## config.mk

```make
export PLATFORM = sky130hd
export DESIGN_NAME = mux_pipe
export DESIGN_NICKNAME = d
export VERILOG_FILES = /design/src/rtl/mux_pipe.sv
export SDC_FILE = /design/constraint.sdc
export NUM_CORES = 1
export LEC_CHECK = 0
export BUFFER_PORTS_ARGS = -buffer_cell sky130_fd_sc_hd__buf_2
export CELL_PAD_IN_SITES_DETAIL_PLACEMENT = 1
export CELL_PAD_IN_SITES_GLOBAL_PLACEMENT = 1
export CORE_ASPECT_RATIO = 0.75
export CORE_MARGIN = 10
export CORE_UTILIZATION = 35
export DETAILED_ROUTE_END_ITERATION = 8
export MAX_ROUTING_LAYER = met4
export PLACE_DENSITY = 0.94
export REMOVE_ABC_BUFFERS = 1
export SKIP_LAST_GASP = 1
export SLEW_MARGIN = 20
export SYNTH_ARGS = -nofsm -noshare
export SYNTH_HDL_FRONTEND = slang
export SYNTH_SLANG_ARGS = --single-unit
```

## constraint.sdc

```tcl
create_clock -name clk_i -period 2.55 [get_ports clk_i]
set_clock_uncertainty 0.2 [all_clocks]
set_input_delay 0.3825 -clock clk_i [delete_from_list [all_inputs] [get_ports clk_i]]
set_output_delay 0.3825 -clock clk_i [all_outputs]
set_load 0.005 [all_outputs]
```

## src/rtl/mux_pipe.sv

```systemverilog
// mux_pipe: registered N:1 select stage with valid/ready handshake and a
// one-entry skid buffer, so the stage keeps full throughput under backpressure.
//
// Ports:
//   clk_i        clock, rising edge
//   rst_i        synchronous active-high reset
//   flush_i      drop all held entries at the next edge
//   src_i        flattened sources, source k at [k*WIDTH +: WIDTH]
//   sel_i        source index, sampled with in_valid_i
//   in_valid_i   upstream offers sel_i/src_i this cycle
//   in_ready_o   stage can accept this cycle (registered, = !skid valid)
//   rlt_o        selected, registered result
//   out_valid_o  rlt_o holds a valid entry
//   out_ready_i  downstream takes rlt_o this cycle
//   sel_err_o    sticky out-of-range select flag
//
// Configuration macro: MUX_PIPE_SELERR_EN enables sel_err_o detection; when it
// is undefined sel_err_o is tied to 0.
module mux_pipe #(
    parameter int unsigned WIDTH = 32,
    parameter int unsigned NSRC  = 5,
    parameter int unsigned SELW  = 3
) (
    input  logic                  clk_i,
    input  logic                  rst_i,
    input  logic                  flush_i,
    input  logic [NSRC*WIDTH-1:0] src_i,
    input  logic [SELW-1:0]       sel_i,
    input  logic                  in_valid_i,
    output logic                  in_ready_o,
    output logic [WIDTH-1:0]      rlt_o,
    output logic                  out_valid_o,
    input  logic                  out_ready_i,
    output logic                  sel_err_o
);

    logic [WIDTH-1:0] main_q, main_d;
    logic             main_valid_q, main_valid_d;
    logic [WIDTH-1:0] skid_q, skid_d;
    logic             skid_valid_q, skid_valid_d;
    logic [WIDTH-1:0] sel_val;
    logic             accept;
    logic             drain;

    // Out-of-range selects fall through to the last source.
    always_comb begin
        sel_val = src_i[(NSRC-1)*WIDTH +: WIDTH];
        for (int k = 0; k < NSRC; k++) begin
            if (32'(sel_i) == k) begin
                sel_val = src_i[k*WIDTH +: WIDTH];
            end
        end
    end

    assign accept = in_valid_i && !skid_valid_q;
    assign drain  = main_valid_q && out_ready_i;

    always_comb begin
        main_d       = main_q;
        main_valid_d = main_valid_q;
        skid_d       = skid_q;
        skid_valid_d = skid_valid_q;
        if (flush_i) begin
            // Data registers keep their contents; only occupancy is cleared.
            main_valid_d = 1'b0;
            skid_valid_d = 1'b0;
        end else if (!main_valid_q) begin
            if (accept) begin
                main_d       = sel_val;
                main_valid_d = 1'b1;
            end
        end else if (drain) begin
            if (skid_valid_q) begin
                main_d       = skid_q;
                skid_valid_d = 1'b0;
            end else if (accept) begin
                main_d = sel_val;
            end else begin
                main_valid_d = 1'b0;
            end
        end else if (accept) begin
            // Main is stalled: park the new entry in the skid register.
            skid_d       = sel_val;
            skid_valid_d = 1'b1;
        end
    end

    always_ff @(posedge clk_i) begin
        if (rst_i) begin
            main_q       <= '0;
            main_valid_q <= 1'b0;
            skid_q       <= '0;
            skid_valid_q <= 1'b0;
        end else begin
            main_q       <= main_d;
            main_valid_q <= main_valid_d;
            skid_q       <= skid_d;
            skid_valid_q <= skid_valid_d;
        end
    end

    assign rlt_o       = main_q;
    assign out_valid_o = main_valid_q;
    assign in_ready_o  = !skid_valid_q;

`ifdef MUX_PIPE_SELERR_EN
    logic sel_err_q, sel_err_d;

    // Sticky until reset; a dropped flush-cycle input does not count as an accept.
    always_comb begin
        sel_err_d = sel_err_q;
        if (accept && !flush_i && (32'(sel_i) >= NSRC)) begin
            sel_err_d = 1'b1;
        end
    end

    always_ff @(posedge clk_i) begin
        if (rst_i) begin
            sel_err_q <= 1'b0;
        end else begin
            sel_err_q <= sel_err_d;
        end
    end

    assign sel_err_o = sel_err_q;
`else
    assign sel_err_o = 1'b0;
`endif

endmodule

```

# ---- After elaboration in Yosys (flattened, before gate mapping)
# Index checks and enable logic that the tools add are counted.
dict set report word_totals {
  wordCells 35
  in_bits 168
  register_bits 66
}
dict set report op_classes {
  n_reduce_logical 9
  n_mux 15
  n_eq_ne 5
  bitwise 2
}
# op n
set op_table {}
lappend op_table {{2-to-1 mux 32 bit} 9}
lappend op_table {{== test 3 x 2 -> 1 bit, second input constant} 2}
lappend op_table {{2-to-1 mux 1 bit} 6}
lappend op_table {{AND reduction 2 bit} 2}
lappend op_table {{AND reduction 4 bit} 1}
lappend op_table {{== test 3 x 1 -> 1 bit, second input constant} 1}
lappend op_table {{== test 3 bit, second input constant} 1}
lappend op_table {{zero test 3 bit} 1}
lappend op_table {{logical AND 1 bit} 2}
lappend op_table {{!= test 2 x 1 -> 1 bit, second input constant} 1}
lappend op_table {{inverter 1 bit} 2}
lappend op_table {{nonzero test 2 bit} 1}
lappend op_table {{OR reduction 2 bit} 1}
lappend op_table {{zero test 1 bit} 1}

# ---- Logic depth before layout (Yosys ltp)
dict set report logic_depth {
  word_depth 10
  ltp_mapped 7
}

# ---- Least setup slack after synthesis
# OpenSTA, ideal clock, no wires.
dict set report synth_timing {
  path_kind {in2reg}
  startpoint {input port sel_i[0]}
  endpoint {register skid_q[25]}
  stages 5
  arrival_ps 1385
  setup_time_ps 132
  setup_slack_ps 834
  path_cell_list {buf_6 > mux4_2 > and2_1 > nor3b_1 > nor3_1}
}
dict set report synth_between {
  elab_chain_len 6
  elab_cells_between_ends 10
  cone_classes {4 x eq/ne; 5 x mux; 1 x reduce/logical}
}
# item line
set synth_rtl {}
lappend synth_rtl {{start, declared} 28} ;# input logic [SELW-1:0] sel_i,
lappend synth_rtl {{zero test 3 bit} 49} ;# if (32'(sel_i) == k) begin
lappend synth_rtl {{2-to-1 mux 32 bit (4 in series)} 49}
lappend synth_rtl {{2-to-1 mux 32 bit (*)} 49}
lappend synth_rtl {{end signal, assigned} 97} ;# skid_q <= skid_d;
lappend synth_rtl {{end, declared} 39} ;# logic [WIDTH-1:0] skid_q, skid_d;
# Mark *: on every way between the ends. The rest lies on a longest branch, timed or not.
# A chain may end at the register's enable or synchronous reset.

# ---- Worst setup path after layout
dict set report layout_timing {
  startpoint {input port sel_i[0]}
  endpoint {register skid_q[29]}
}
# The elaborated chain is that of the path after synthesis.

==> impl_metrics.tcl <==
set metrics [dict create \
    yosys_warnings 0 \
    critical_path_arrival_ns 1.95 \
    initial_core_util_pct 36.2 \
    p_leak_nw 2.41 \
    r2r_cells 4 \
    slew_viol_final 0 \
    synth_area_leaders "dfxtp_1 (33%), mux2i_1 (11%), o221ai_1 (7.5%)" \
    crit_buf_inv 1 \
    place_congestion 0.844 \
    cts-root-buf "clkbuf_16" \
    dieArea_um2 16100 \
    cap_violations 0 \
    power_mw 2.91 \
    ys_seq_elements 66 \
    outcome "finished clean" \
    cts.sinks 66 \
    vias 4352 \
    syn2layout_area_growth_pct 35.2 \
    synth_flop_cell "dfxtp_1" \
    startpoint_type "input port" \
    setup_slack_ns 0.575 \
    die_height_um 113 \
    synth.distinct_cells 41 \
    holdBufCountCts 0 \
    final_util_pct 49.0 \
    synth.yosys.seq_area_share_pct 33.1 \
    via_per_inst 5.44 \
    yosys.area.top_type "dfxtp_1" \
    dp_slack_ns 0.238 \
    cpMaxStageDelayCell "mux4_1" \
    power_density_nw_per_um2 539 \
    hold_violations 0 \
    use_met3_pct 4.17 \
    setup-violations-final 0 \
    cp_top_family "multiplexers" \
    nNetsFinal 824 \
    worstPathRequired_ns 2.53 \
    numPortBuffers 201 \
    fmax_mhz 506 \
    synth_edf_count 0 \
    rsz0062_at_grt "false" \
    synthCells 468 \
    track_usage_pct 20.5 \
    max_stage_delay_ns 0.66 \
    drive_above_1_share_pct 39.2 \
    grtUsageMet2_pct 35.9 \
    fin_tns_setup_ns 0 \
    dieWidth_um 143 \
    worstPathMaxFanout 13 \
    clk_pin_slew_ns 0.06 \
    antenna_found_initial 0 \
    period_needed_ns 1.98 \
    grt_max_degree 56 \
    worstSetupEndpointType "register" \
    critPathKind "in2reg" \
    postCtsSetupBuffers 0 \
    n_antenna_cell 0 \
    cts_buffers 9 \
    cp_cell_sequence "buf_2 -> mux4_1 -> and2_1 -> nor3b_1 -> nor3_1" \
    ys_async_sr_fraction_pct 0 \
    ant_nets 0 \
    dr.pass1.iters 4 \
    tightest_slew_ns 0.686 \
    ios 203 \
    hold_depth 2 \
    cts_tree "done" \
    irDropWorstVdd_mv 0.383 \
    hold_class "in2reg" \
    drc 0 \
    timing.final.crit_share_pct 77.5 \
    cts_resized 0 \
    synth_area_um2 3990 \
    wl_per_cell_um 20.7 \
    coreArea_um2 11000 \
    use_met1_pct 22.5 \
    hpwl_mm 13.0 \
    grt_pass1_wl_mm 26.2 \
    drtIter0Drc 131 \
    fillerInstances 1339 \
    syn_avg_cell_area_um2 8.53 \
    grt_pass1_vias 5203 \
    num_rows 33 \
    finalWirelength_mm 16.5 \
    netlist.area_leader.share_pct 33.1 \
    slew_headroom_pct 54.2 \
    clock_latency_ns 0.31 \
    grt_busiest_layer "met2" \
    overflow 0 \
    h-tree-depth 3 \
    cp.depth 5 \
    cts.path.max_buffers 2 \
]
==> routing by layer <==
metal,vias up,wire length (um)
met5,-,0
met4,0,333
met3,22,877
met2,169,8250
met1,2090,7060
li1,2071,-
==> logic make-up after synthesis <==
family | Yosys count | share of synthesized area (%)
AOI/OAI and AO/OA | 115 | 22.4
buffers and inverters | 66 | 7.77
DFF | 66 | 33.1
muxes | 52 | 16.1
other | 1 | 0.0939
and+or+nand+nor | 168 | 20.6
==> worst reg2reg max path: stages, from the launching register on <==
cell,delay (ns)
dfxtp_1,0.34
and2b_4,0.20
nor3_4,0.29
nand2_2,0.42
o221ai_1,0.37
==> where the power goes <==
group	switching (mW)	total, mW	internal, mW	leakage, nW
registers	0.0273	1.10	1.07	0.536
logic	0.285	0.543	0.258	1.73
clock network	0.440	1.27	0.831	0.152
==> registers in the layout (all words and copies together), names as in the netlist <==
signal and cells:
skid_q 32, out_valid_o 1, rlt_o 32, skid_valid_q 1
==> final timing paths <==
| path | start | endpoint | slack, ns |
|---|---|---|---|
| worst max-delay path | sel_i[0] | skid_q[29] | 0.57 |
| worst min-delay path | out_ready_i | skid_valid_q | 0.12 |
| worst min register to register | skid_q[9] | rlt_o[9] | 0.27 |
| worst max register to register | out_valid_o | rlt_o[5] | 0.65 |
==> cell type report <==
cell class / instances / area [um^2] / share of cell area (%)
tap: 140 / 175 / 3.24
inverter: 26 / 97.6 / 1.81
clock buffer: 13 / 270 / 5.00
multi-input combinational: 336 / 2360 / 43.7
sequential: 66 / 1320 / 24.5
clock inverter: 2 / 35.0 / 0.649
timing repair buffer: 217 / 1140 / 21.1
==> metrics by stage <==
stage               hold WS (ns)  instances  area [um^2]
global placement           0.240        785         5090
CTS                        0.115        800         5400
finish                     0.121        800         5400
floorplan                  0.233        428         3780
detailed placement         0.260        785         5090
global route               0.158        800         5400
==> synth_stat cells (10+ instances only) <==
master,n
nand2_1,73
dfxtp_1,66
mux2i_1,43
o221ai_1,34
nor2_1,33
inv_1,25
a21oi_1,23
nor3_1,19
buf_2,17
a211oi_1,14
clkbuf_1,14
nand2b_1,14
a22oi_1,11
o21ai_0,10
==> placed cells by master, fill, tap and decap left out, types with 2 or more instances in the layout <==
master / instances
a211oi_1: 14
a211oi_2: 9
a21oi_1: 23
a22oi_1: 11
and2_1: 9
buf_2: 201
buf_4: 15
clkbuf_16: 9
clkbuf_8: 3
dfxtp_1: 66
inv_1: 25
mux2i_1: 43
mux4_1: 3
mux4_2: 6
nand2_1: 73
nand2b_1: 14
nor2_1: 33
nor2b_1: 2
nor3_1: 19
nor3_4: 2
nor3b_1: 8
o211ai_1: 8
o21ai_0: 10
o221ai_1: 34
Note: power is estimated with default switching activity, not from simulation.
